--- config.mk ---
export PLATFORM = sky130hd
export DESIGN_NAME = modn_updown_counter
export DESIGN_NICKNAME = d
export VERILOG_FILES = /design/src/rtl/modn_updown_counter.sv
export SDC_FILE = /design/constraint.sdc
export NUM_CORES = 1
export LEC_CHECK = 0
export CAP_MARGIN = 25
export CORE_MARGIN = 2
export CORE_UTILIZATION = 33
export CTS_BUF_LIST = sky130_fd_sc_hd__clkbuf_4
export DETAILED_ROUTE_END_ITERATION = 8
export GPL_ROUTABILITY_DRIVEN = 0
export PLACE_DENSITY = 0.61
export RECOVER_POWER = 50
export SLEW_MARGIN = 15
export SYNTH_ARGS = -nofsm -noshare
export SYNTH_HDL_FRONTEND = slang
export SYNTH_SLANG_ARGS = --single-unit
--- constraint.sdc ---
create_clock -name clk -period 3.05 [get_ports clk]
set_input_delay 0.4575 -clock clk [delete_from_list [all_inputs] [get_ports clk]]
set_output_delay 0.4575 -clock clk [all_outputs]
set_load 0.02 [all_outputs]
--- src/rtl/modn_updown_counter.sv ---
// modn_updown_counter: modulo-N up/down counter with synchronous load, enable
// and a built-in prescaler. The prescaler issues a one-cycle step tick rather
// than a derived clock, so everything runs on the single board clock. The low
// nibble of the count drives one 7-segment digit, and tc pulses on every wrap
// so that several digits can be cascaded.

`default_nettype none

// bin_to_7seg: hex digit to active-high segment pattern, bit order {g,f,e,d,c,b,a}.
module bin_to_7seg (
  input  logic [3:0] digit,
  output logic [6:0] seg
);

  // Pure lookup, covering all sixteen hex digits.
  always_comb begin
    seg = 7'h00;
    case (digit)
      4'h0: seg = 7'h3F;
      4'h1: seg = 7'h06;
      4'h2: seg = 7'h5B;
      4'h3: seg = 7'h4F;
      4'h4: seg = 7'h66;
      4'h5: seg = 7'h6D;
      4'h6: seg = 7'h7D;
      4'h7: seg = 7'h07;
      4'h8: seg = 7'h7F;
      4'h9: seg = 7'h6F;
      4'hA: seg = 7'h77;
      4'hB: seg = 7'h7C;
      4'hC: seg = 7'h39;
      4'hD: seg = 7'h5E;
      4'hE: seg = 7'h79;
      4'hF: seg = 7'h71;
      default: seg = 7'h00;
    endcase
  end

endmodule

module modn_updown_counter #(
  parameter int MODULUS      = 13,
  parameter int CNT_W        = 4,
  parameter int PRESCALE_DIV = 50000000,
  parameter int PRE_W        = 26
) (
  input  logic             clk,
  input  logic             reset,
  input  logic             en,
  input  logic             up,
  input  logic             load,
  input  logic [CNT_W-1:0] load_val,
  output logic [CNT_W-1:0] count,
  output logic             tick,
  output logic             tc,
  output logic [6:0]       seg
);

  // Highest legal count. With MODULUS == 2**CNT_W this is all ones, so the
  // up-wrap is plain overflow, but the explicit compare still raises tc.
  localparam logic [CNT_W-1:0] MAX_VAL  = CNT_W'(MODULUS - 1);
  // Last prescaler phase before the tick. With PRESCALE_DIV == 1 this is 0,
  // so pre stays at 0 and a tick follows every enabled cycle.
  localparam logic [PRE_W-1:0] PRE_LAST = PRE_W'(PRESCALE_DIV - 1);

  logic [PRE_W-1:0] pre_reg;
  logic [PRE_W-1:0] pre_next;
  logic             tick_reg;
  logic             tick_next;
  logic [CNT_W-1:0] count_reg;
  logic [CNT_W-1:0] count_next;
  logic             tc_reg;
  logic             tc_next;

  logic             step;
  logic [CNT_W-1:0] load_sat;
  logic [3:0]       nibble;

  // A step happens only while the registered tick is high and the counter is
  // still enabled. Dropping en during the tick cycle swallows that step.
  assign step = tick_reg & en;

  // Out-of-range load values clamp to the top of the range, so count can
  // never reach MODULUS or above.
  assign load_sat = (load_val > MAX_VAL) ? MAX_VAL : load_val;

  // Prescaler next state: a load restarts the interval and discards any
  // pending tick. en=0 freezes the phase, so stepping resumes where it stopped.
  always_comb begin
    pre_next  = pre_reg;
    tick_next = 1'b0;
    if (load) begin
      pre_next  = '0;
      tick_next = 1'b0;
    end else if (en) begin
      if (pre_reg == PRE_LAST) begin
        pre_next  = '0;
        tick_next = 1'b1;
      end else begin
        pre_next  = pre_reg + PRE_W'(1);
      end
    end
  end

  // Counter next state: load beats step, and step beats hold. Direction is
  // sampled only in step cycles. tc marks the edge where count takes the
  // wrapped value.
  always_comb begin
    count_next = count_reg;
    tc_next    = 1'b0;
    if (load) begin
      count_next = load_sat;
    end else if (step) begin
      if (up) begin
        if (count_reg == MAX_VAL) begin
          count_next = '0;
          tc_next    = 1'b1;
        end else begin
          count_next = count_reg + CNT_W'(1);
        end
      end else begin
        if (count_reg == '0) begin
          count_next = MAX_VAL;
          tc_next    = 1'b1;
        end else begin
          count_next = count_reg - CNT_W'(1);
        end
      end
    end
  end

  // State registers. Reset overrides load, tick and everything else.
  always_ff @(posedge clk) begin
    if (reset) begin
      pre_reg   <= '0;
      tick_reg  <= 1'b0;
      count_reg <= '0;
      tc_reg    <= 1'b0;
    end else begin
      pre_reg   <= pre_next;
      tick_reg  <= tick_next;
      count_reg <= count_next;
      tc_reg    <= tc_next;
    end
  end

  assign count = count_reg;
  assign tick  = tick_reg;
  assign tc    = tc_reg;

  // Display digit: narrow counters are zero-extended to a nibble, and wide
  // counters show only their low nibble.
  genvar gi;
  generate
    for (gi = 0; gi < 4; gi++) begin : g_nibble
      if (gi < CNT_W) begin : g_bit
        assign nibble[gi] = count_reg[gi];
      end else begin : g_zero
        assign nibble[gi] = 1'b0;
      end
    end
  endgenerate

  bin_to_7seg u_seg (
    .digit (nibble),
    .seg   (seg)
  );

endmodule

`default_nettype wire

==> results.ini <==
[timing]
timing.hold.ws_ps=499
hold_viol=0
worst_slew_pin_slew_ps=652
fmax_mhz=369
relSlewSlack_pct=56.5
layout_min_cycle_time_ps=2710
fin_worst_skew_ps=11.6
drv_slew=0
rsz0062_at_grt=false
setup_viol=0
setup_tns_ps=0
finalCritPeriodShare_pct=88.9

[worst_setup_path]
path_max_fanout=9
cp-start-kind=flop
crit_slowest_cell=dfxtp_1
worstSetupPathType=reg -> reg
critPathArrivalTime_ps=2960
cp.buffers_inverters=3
cp_data_required_time_ps=3290
cp-end-kind=flop
crit_top_cell=inv_1
max_stage_delay_ps=510
crit_chain=inv_1 -> ha_1 -> or4b_1 -> nand2_1 -> o41ai_1 -> nand2b_1 -> inv_1 -> ha_1 -> inv_1 -> mux4_1
critPathTopFamily=flip-flops

[drt]
wl_met2_um=2090
final_antenna_net_count=0
drcViolationCount=0
viasPerCell=5.11
post_drt_wl_per_cell_um=12.5
routed-wl-met3_um=102
vias=1805
drt_iter0_markers=46
totalWireLength_um=4400
wl_met1_um=2180
first_pass_iters=4
highest_layer=met4

[power_and_ir_drop]
total_power_uw=974
ir_drop_mv=0.203
powerDensity_nw_per_um2=386
cellLeakagePower_nw=0.909

[placement]
portBuffers=21
detailed_place_hpwl_um=3230

[layout]
multi_input_area_um2=1270
seqCellArea_um2=781
diodes=0
largest_reg_flops=26
post_route_cells_drive_above_1_share_pct=8.70
num-fill-cells=657
area_growth_pct=15.7
fin_nets=294

[clocking]
cts.clk_slew.worst_paths_ps=130
cts-root-buf=clkbuf_4
htreeDepth=2
cts_tree=yes
tritoncts.num_buffers=5
postCtsHoldBufs=0
cts_resized=0
cts.sinks=39
clock_latency_ps=360
cts_buffer_depth=2
postCtsSetupBuffers=0

[floorplanning]
dieHeight_um=85.2
fp-row-count=29
io_pins=22
core_um2=6350
die-area_um2=7270
initial_utilization_pct=34.3
die_w_um=85.2

[yosys]
yosys.area_share.simple_pct=27.9
avgSynthCellArea_um2=8.75
yosys.area_share.xor_xnor_pct=8.04
synth_top_cell_by_area=dfxtp_1
synth_top_family_by_area=simple AND/OR/NAND/NOR gates
syn_nets=268
yosys-top-cells-count=dfxtp_1, nor2_1, nand2_1, xor2_1, a21oi_1
synth_fa_ha_area_share_pct=5.74
ys_warn_count=0
async_flop_share_pct=0
ys_top_cells_by_area=dfxtp_1, xor2_1, ha_1
yosysMostFrequentCell=dfxtp_1
yosysTopAreaCellShare_pct=35.8
synth-seq-area-share_pct=35.8
synth-compound-area-share_pct=14.5
yosysUniqueCellTypes=56
netlist_instances=249
synth.area.mux_share_pct=2.35
ys_seq_elements=39
synth_ff_type=dfxtp_1
syn_area_um2=2180
synth_edf_count=0

[status]
status=completed

[global_route]
grt_max_degree=16
overflow=0
grt_pass1_wl_um=7580
grt_pass1_vias=1646
antenna_found_initial=0
groute.usage.overall_pct=12.7

[job]
drv_cap=0

[hold_path]
hold_path.class=reg -> reg

-- stage by stage --
step	util, %	cells	setup WS (ps)	instance area [µm²]
4_1_cts	40.0	353	316	2540
2_1_floorplan	-	249	486	2180
3_3_place_gp	39.0	345	252	2480
3_5_place_dp	39.0	345	191	2480
6_report	39.7	353	338	2520
5_1_grt	39.7	353	60.4	2520
-- routing by layer --
layer | track usage [%] | vias up
li1 | - | 927
met1 | 16.9 | 851
met2 | 20.6 | 23
met3 | 2.92 | 4
met4 | 3.90 | 0
met5 | 0 | -
-- power by group --
group          leakage [nW]  internal, mW  switching (mW)
clock network        0.0278        0.0923           0.194
logic                 0.564        0.0706          0.0833
registers             0.317         0.523          0.0105
total                 0.909         0.686           0.288
-- logic make-up after synthesis --
| family | after synthesis |
|---|---|
| buffers and inverters | 23 |
| AO/OA/AOI/OAI | 41 |
| flip-flops | 39 |
| multiplexers | 3 |
| XOR/XNOR | 20 |
| AND/OR/NAND/NOR | 113 |
| adder cells (fa/ha/maj) | 10 |
-- worst min-delay path, delay by kind of cell, from the launching register on --
kind            cells  cell delay [ps]
compound gates      2              130
flops               1              340
-- layout make-up --
| class | count | area share (%) |
|---|---|---|
| Sequential cell | 39 | 31.0 |
| Timing Repair Buffer | 30 | 10.6 |
| Inverter | 12 | 1.79 |
| Clock inverter | 3 | 0.943 |
| Clock buffer | 5 | 1.49 |
| Multi-Input combinational cell | 187 | 50.4 |
| Tap cell | 77 | 3.82 |
-- worst paths after layout --
| check | start | endpoint | slack, ps | depth (start not counted) |
|---|---|---|---|---|
| worst max-delay path | count[0] | u_seg.seg[3] | 340 | 10 |
| worst max register to register | count[0] | u_seg.seg[3] | 340 | 10 |
| worst min register to register | pre_reg[25] | pre_reg[25] | 500 | 2 |
| worst min-delay path | pre_reg[25] | pre_reg[25] | 500 | 2 |
-- cell usage in the layout, fill, tap and decap left out, types with 2 or more instances in the layout --
master / n
a211oi_1: 2
a211oi_2: 2
a21o_1: 2
a21oi_1: 13
a31oi_1: 2
and2_1: 6
and3_1: 6
and4_1: 4
buf_4: 6
clkbuf_1: 3
clkbuf_4: 5
clkdlybuf4s50_1: 10
clkinvlp_4: 2
dfxtp_1: 39
dlygate4sd3_1: 11
ha_1: 10
inv_1: 11
nand2_1: 17
nand2b_1: 6
nand3_1: 9
nand4_1: 7
nor2_1: 29
nor2b_1: 3
nor3_1: 9
o2111ai_1: 2
o21ai_0: 2
o22ai_1: 2
o41ai_1: 2
or2_1: 2
or3_1: 3
or4b_1: 3
xnor2_1: 5
xor2_1: 15
Power figures use the tool's default switching activity.
